<file path="src/rtl/id_pkg.sv">
// Shared decode definitions for the ID stage: opcode/funct constants,
// ALU operation encodings and the decoded-control bundle.
package id_pkg;

  localparam logic [5:0] OP_RTYPE = 6'h00;
  localparam logic [5:0] OP_ADDI  = 6'h08;
  localparam logic [5:0] OP_LW    = 6'h23;
  localparam logic [5:0] OP_SW    = 6'h2B;
  localparam logic [5:0] OP_BEQ   = 6'h04;
  localparam logic [5:0] OP_J     = 6'h02;

  localparam logic [5:0] FN_ADD = 6'h20;
  localparam logic [5:0] FN_SUB = 6'h22;
  localparam logic [5:0] FN_AND = 6'h24;
  localparam logic [5:0] FN_OR  = 6'h25;
  localparam logic [5:0] FN_SLT = 6'h2A;

  typedef enum logic [3:0] {
    ALU_ADD = 4'd0,
    ALU_SUB = 4'd1,
    ALU_AND = 4'd2,
    ALU_OR  = 4'd3,
    ALU_SLT = 4'd4,
    ALU_NOP = 4'd15
  } alu_op_e;

  typedef struct packed {
    logic [3:0] alu_op;
    logic [4:0] rd;
    logic       reads_rt;
    logic       reg_write;
    logic       mem_read;
    logic       mem_write;
    logic       branch;
    logic       jump;
    logic       illegal;
  } ctrl_t;

  // Anything not matched stays an illegal NOP with every other flag low.
  function automatic ctrl_t decode_ctrl(input logic [31:0] ir);
    ctrl_t c;
    c = '0;
    c.alu_op  = ALU_NOP;
    c.illegal = 1'b1;
    case (ir[31:26])
      OP_RTYPE: begin
        case (ir[5:0])
          FN_ADD:  begin c.alu_op = ALU_ADD; c.illegal = 1'b0; end
          FN_SUB:  begin c.alu_op = ALU_SUB; c.illegal = 1'b0; end
          FN_AND:  begin c.alu_op = ALU_AND; c.illegal = 1'b0; end
          FN_OR:   begin c.alu_op = ALU_OR;  c.illegal = 1'b0; end
          FN_SLT:  begin c.alu_op = ALU_SLT; c.illegal = 1'b0; end
          default: c.illegal = 1'b1;
        endcase
        if (!c.illegal) begin
          c.rd        = ir[15:11];
          c.reads_rt  = 1'b1;
          c.reg_write = 1'b1;
        end
      end
      OP_ADDI: begin
        c.alu_op = ALU_ADD; c.illegal = 1'b0;
        c.rd = ir[20:16]; c.reg_write = 1'b1;
      end
      OP_LW: begin
        c.alu_op = ALU_ADD; c.illegal = 1'b0;
        c.rd = ir[20:16]; c.reg_write = 1'b1; c.mem_read = 1'b1;
      end
      OP_SW: begin
        c.alu_op = ALU_ADD; c.illegal = 1'b0;
        c.reads_rt = 1'b1; c.mem_write = 1'b1;
      end
      OP_BEQ: begin
        c.alu_op = ALU_SUB; c.illegal = 1'b0;
        c.reads_rt = 1'b1; c.branch = 1'b1;
      end
      OP_J: begin
        c.illegal = 1'b0; c.jump = 1'b1;
      end
      default: c.illegal = 1'b1;
    endcase
    return c;
  endfunction

endpackage

</file>
<file path="src/rtl/id_stage_regfile.sv">
// Two-read, one-write register file with $0 hardwired to zero.
// Optional same-cycle write-to-read forwarding when REGFILE_BYPASS_EN is defined.
module regfile
  import id_pkg::*;
#(
  parameter int XLEN = 32,
  parameter int NREG = 32
) (
  input  logic            clk,
  input  logic            rst,
  input  logic [4:0]      rs_addr,
  input  logic [4:0]      rt_addr,
  output logic [XLEN-1:0] rs_data,
  output logic [XLEN-1:0] rt_data,
  input  logic            we,
  input  logic [4:0]      waddr,
  input  logic [XLEN-1:0] wdata
);

  logic [XLEN-1:0] regs [NREG];

  always_ff @(posedge clk or posedge rst) begin
    if (rst) begin
      for (int i = 0; i < NREG; i++) regs[i] <= '0;
    end else if (we && waddr != '0) begin
      regs[waddr] <= wdata;
    end
  end

`ifdef REGFILE_BYPASS_EN
  // A write landing this edge is visible to a read of the same index now.
  assign rs_data = (rs_addr == '0) ? '0 :
                   (we && waddr == rs_addr) ? wdata : regs[rs_addr];
  assign rt_data = (rt_addr == '0) ? '0 :
                   (we && waddr == rt_addr) ? wdata : regs[rt_addr];
`else
  assign rs_data = (rs_addr == '0) ? '0 : regs[rs_addr];
  assign rt_data = (rt_addr == '0) ? '0 : regs[rt_addr];
`endif

endmodule

</file>
<file path="src/rtl/id_stage.sv">
// Instruction decode stage: decode, register read, load-use stall and the
// valid/ready output register feeding EX. Build option: REGFILE_BYPASS_EN.
module id_stage
  import id_pkg::*;
#(
  parameter int XLEN = 32,
  parameter int NREG = 32
) (
  input  logic            clk,
  input  logic            rst,
  input  logic            if_valid,
  output logic            if_ready,
  input  logic [31:0]     ir,
  input  logic [XLEN-1:0] pc_in,
  input  logic            wb_we,
  input  logic [4:0]      wb_addr,
  input  logic [XLEN-1:0] wb_data,
  input  logic            ex_mem_read,
  input  logic [4:0]      ex_rd,
  input  logic            flush,
  input  logic            ex_ready,
  output logic            id_valid,
  output logic [XLEN-1:0] rs_data,
  output logic [XLEN-1:0] rt_data,
  output logic [XLEN-1:0] imm,
  output logic [XLEN-1:0] pc_out,
  output logic [4:0]      rd,
  output logic [3:0]      alu_op,
  output logic            reg_write,
  output logic            mem_read,
  output logic            mem_write,
  output logic            branch,
  output logic            jump,
  output logic            illegal
);

  ctrl_t           ctrl;
  logic [XLEN-1:0] rf_rs;
  logic [XLEN-1:0] rf_rt;
  logic [XLEN-1:0] imm_next;
  logic            load_use_stall;
  logic            accept;

  regfile #(
    .XLEN(XLEN),
    .NREG(NREG)
  ) u_regfile (
    .clk    (clk),
    .rst    (rst),
    .rs_addr(ir[25:21]),
    .rt_addr(ir[20:16]),
    .rs_data(rf_rs),
    .rt_data(rf_rt),
    .we     (wb_we),
    .waddr  (wb_addr),
    .wdata  (wb_data)
  );

  assign ctrl = decode_ctrl(ir);

  // A load still in EX cannot supply its result to the instruction behind it.
  assign load_use_stall = ex_mem_read && (ex_rd != '0) &&
                          ((ex_rd == ir[25:21]) || ((ex_rd == ir[20:16]) && ctrl.reads_rt));
  assign if_ready = (!id_valid || ex_ready) && !load_use_stall;
  assign accept   = if_valid && if_ready;

  always_comb begin
    imm_next = {{(XLEN-16){ir[15]}}, ir[15:0]};
    if (ctrl.jump) imm_next = XLEN'({pc_in[XLEN-1 -: 4], ir[25:0], 2'b00});
  end

  // Flush wins over acceptance; a bubble only clears validity and the control flags.
  always_ff @(posedge clk or posedge rst) begin
    if (rst) begin
      id_valid  <= 1'b0;
      rs_data   <= '0;
      rt_data   <= '0;
      imm       <= '0;
      pc_out    <= '0;
      rd        <= '0;
      alu_op    <= '0;
      reg_write <= 1'b0;
      mem_read  <= 1'b0;
      mem_write <= 1'b0;
      branch    <= 1'b0;
      jump      <= 1'b0;
      illegal   <= 1'b0;
    end else if (flush || (!accept && ex_ready)) begin
      id_valid  <= 1'b0;
      reg_write <= 1'b0;
      mem_read  <= 1'b0;
      mem_write <= 1'b0;
      branch    <= 1'b0;
      jump      <= 1'b0;
      illegal   <= 1'b0;
    end else if (accept) begin
      id_valid  <= 1'b1;
      rs_data   <= rf_rs;
      rt_data   <= rf_rt;
      imm       <= imm_next;
      pc_out    <= pc_in;
      rd        <= ctrl.rd;
      alu_op    <= ctrl.alu_op;
      reg_write <= ctrl.reg_write;
      mem_read  <= ctrl.mem_read;
      mem_write <= ctrl.mem_write;
      branch    <= ctrl.branch;
      jump      <= ctrl.jump;
      illegal   <= ctrl.illegal;
    end
  end

endmodule

</file>
<file path="config.mk">
export PLATFORM = sky130hd
export DESIGN_NAME = id_stage
export DESIGN_NICKNAME = d
export VERILOG_FILES = /design/src/rtl/id_pkg.sv /design/src/rtl/id_stage_regfile.sv /design/src/rtl/id_stage.sv
export SDC_FILE = /design/constraint.sdc
export NUM_CORES = 2
export LEC_CHECK = 0
export CORE_MARGIN = 2
export CORE_UTILIZATION = 56
export CTS_CLUSTER_DIAMETER = 60
export DETAILED_ROUTE_END_ITERATION = 8
export PLACE_DENSITY_LB_ADDON = 0.1
export SLEW_MARGIN = 10
export SYNTH_ARGS = -nofsm -noshare
export SYNTH_HDL_FRONTEND = slang
export SYNTH_HIERARCHICAL = 1
export SYNTH_SLANG_ARGS = --single-unit
</file>
<file path="constraint.sdc">
create_clock -name clk -period 40.8 [get_ports clk]
set_input_delay 10.2 -clock clk [delete_from_list [all_inputs] [get_ports clk]]
set_output_delay 10.2 -clock clk [all_outputs]
set_load 0.03 [all_outputs]
</file>
==> results.toml <==
[outcome]
run_status = "completed"

[logic_synthesis]
synth-seq-area-share_pct = 47.7
synth_area_per_cell_um2 = 15.2
synth_common_cells = "1,168 x dfrtp_1, 1,082 x mux2_2, 424 x mux4_2"
synthFlopType = "dfrtp_1"
synth_area_leaders = "dfrtp_1 48%, mux2_2 20%, mux4_2 16%, mux2i_1 2.4%, mux2_4 1.7%"
synthesis.nets = 4154
synth_warnings = 6
ys_ff_latch = 1168
synth-async-reset-ratio_pct = 100
synth_most_common_cell = "dfrtp_1"
yosysTopAreaCellShare_pct = 47.7
netlist_area_um2 = 61300
syn-instance-count = 4041
synth_cell_types = 57
synth_area_leader_cell = "dfrtp_1"
synth_edf_count = 0

[placed_design]
place.gp.congestion = 0.818
dp_hpwl_um = 106000
dp.cells = 5356
place_worst_setup_slack_ps = 17840
io_buffers = 257
post_dp_cell_area_um2 = 64000

[hold_path]
hold_path.class = "reg -> reg"
hold_start = "u_regfile/regs[1007]"

[drt]
first_pass_iters = 5
route.detailed.drc = 0
wl_um = 189000
vias = 39400
ant_nets = 0
drt_iter0_markers = 3865
wl_per_cell_um = 33.7
viasPerCell = 7.05

[timing]
timing.final.hold_violations = 0
rsz0062_at_grt = "no"
worst_pin_slew_ps = 1360
drv_slew = 0
fin_crit_ps = 22950
setup_tns_ps = 0
holdWs_ps = 394
fmax_mhz = 43.6
worst_slack_ps = 17850
period_share_pct = 56.3
slew_headroom_pct = 9.27
skew_ps = 21.7
setup_violations = 0

[critical_path]
startpoint_type = "primary input"
path_delay_family = "buffers and inverters"
cp_slowest_stage_delay_ps = 680
worstSetupPathType = "in -> out"
slowest_stage = "clkdlybuf4s50_1"
worstPathRequired_ps = 30600
worst-path-max-fanout = 6
worst-path-buf-inv = 2
startpoint = "ex_rd[1]"
crit_chain = "clkdlybuf4s50_1 > or4_1 > o21ai_0 > nor2_1 > nor2_1 > clkdlybuf4s50_1"
arrival_ps = 12750
timing.rr.start = "id_valid"
worst_setup_path_end_kind = "primary output"

[die]
start_util_pct = 56.4
core_area_um2 = 109000
die_area_um2 = 112000
rows = 121
die_h_um = 335
ioPinCount = 258
die_w_um = 335

[pwr]
power.leakage_nw = 29.4
swShare_pct = 27.7
intPower_mw = 2.55
power_switching_uw = 979
clock_power_share_pct = 34.9
powerDensity_nw_per_um2 = 51.5
seqPwrFrac_pct = 43.7
ir_drop_uv = 41.2
pwr-share-comb_pct = 21.4
power.total_mw = 3.53

[clocking]
path_clk_slew_ps = 50
htree_levels = 4
clockBufferDepth = 3
cts_tree = "built"
cts_root_buf = "clkbuf_16"
cts.sinks = 1168
cts_setup_buffers = 0
worstSkewPairLatency_ps = 760
cts_inserted_buffers = 135
hold_buffers = 0
cts_resized = 0

[finish]
stdcell_area_um2 = 68500
num-nets-final = 4192
finalNonFillerCells = 5596
area_growth_pct = 11.9
fillers = 8157
finish.utilization_pct = 63.0
layout-drive-gt1-share_pct = 46.5

[global_route]
grt_pass1_vias = 40000
grt_pass1_wl_um = 278000
grt_usage_pct = 34.0
antenna_found_initial = 9
overflow = 0
grt_max_degree = 164

[run]
maxCapViolations = 0
## placed cells by master, fill, tap and decap left out, types with 5 or more instances in the layout
| cell | Yosys | routed |
|---|---|---|
| a211oi_1 | 66 | 66 |
| a21oi_1 | 17 | 17 |
| a221oi_1 | 48 | 48 |
| a22o_1 | 6 | 6 |
| a22oi_1 | 64 | 64 |
| a311oi_1 | 64 | 64 |
| buf_4 | 61 | 87 |
| bufinv_16 | 0 | 7 |
| clkbuf_1 | 184 | 25 |
| clkbuf_16 | 0 | 143 |
| clkbuf_8 | 0 | 35 |
| clkdlybuf4s50_1 | 0 | 247 |
| clkinv_2 | 0 | 20 |
| dfrtp_1 | 1168 | 1168 |
| diode_2 | 0 | 5 |
| inv_1 | 20 | 18 |
| mux2_1 | 41 | 41 |
| mux2_2 | 1082 | 1082 |
| mux2_4 | 68 | 68 |
| mux2i_1 | 146 | 146 |
| mux4_1 | 23 | 23 |
| mux4_2 | 424 | 424 |
| nand2_1 | 51 | 36 |
| nand2_2 | 0 | 13 |
| nor2_1 | 20 | 12 |
| nor2_4 | 1 | 18 |
| nor2b_1 | 72 | 70 |
| nor3_1 | 5 | 5 |
| nor3b_1 | 7 | 7 |
| o2111ai_1 | 17 | 17 |
| o21ai_0 | 9 | 9 |
| o21ai_1 | 107 | 107 |
| xor2_1 | 6 | 6 |
## sequential cells by signal, summed over array words and instances (netlist names), 4 cells and up
name / count
rd: 5
rs_data: 32
rt_data: 32
pc_out: 32
imm: 32
alu_op: 4
u_regfile/regs: 1024
## layout make-up
| class | count | area (um2) | share of cell area, % |
|---|---|---|---|
| multi-input cells | 2405 | 29600 | 43.2 |
| flip-flops and latches | 1168 | 29200 | 42.6 |
| clock buffers | 203 | 4150 | 6.06 |
| repair buffers | 347 | 3290 | 4.80 |
| well taps | 1414 | 1770 | 2.58 |
| clock inverters | 32 | 349 | 0.509 |
| inverters | 22 | 100 | 0.146 |
| diodes | 5 | 12.5 | 0.0183 |
## power groups by stage
stage / registers (mW) / logic (mW) / clock network [mW]
floorplan: 1.57 / 0.509 / 0
global placement: 1.54 / 0.741 / 0
detailed placement: 1.56 / 0.754 / 0
CTS: 1.54 / 0.758 / 1.25
global route: 1.57 / 0.803 / 1.30
finish: 1.54 / 0.757 / 1.23
## worst paths after layout
check | endpoint | slack (ps) | cells past startpoint
setup reg to reg | rs_data[11] | 37780 | 5
hold reg to reg | u_regfile/regs[1007] | 390 | 0
setup / recovery | if_ready | 17850 | 6
max in group asynchronous | u_regfile/regs[729] | 27380 | 5
hold / removal | u_regfile/regs[1007] | 390 | 0
min in group asynchronous | pc_out[28] | 10050 | 2
## per-layer routing
metal	vias to the layer above	global-route usage, %	wire length [um]	share of wire [%]
li1	15700	-	-	-
met1	21400	48.4	78700	42
met2	1989	52.7	87500	46
met3	385	7.30	16600	8.8
met4	2	11.2	5860	3.1
met5	-	0	20	0.011
## cell families (layout without fill, tap and decap cells)
family	Yosys count	after routing	synth area share, %
mux	1785	1785	41.3
other cells	0	5	0
simple gates	201	201	1.86
xor+xnor	10	10	0.143
compound gates	409	409	4.77
flops	1168	1168	47.7
buf+inv	468	604	4.20
Note: power is estimated with default switching activity, not from simulation.
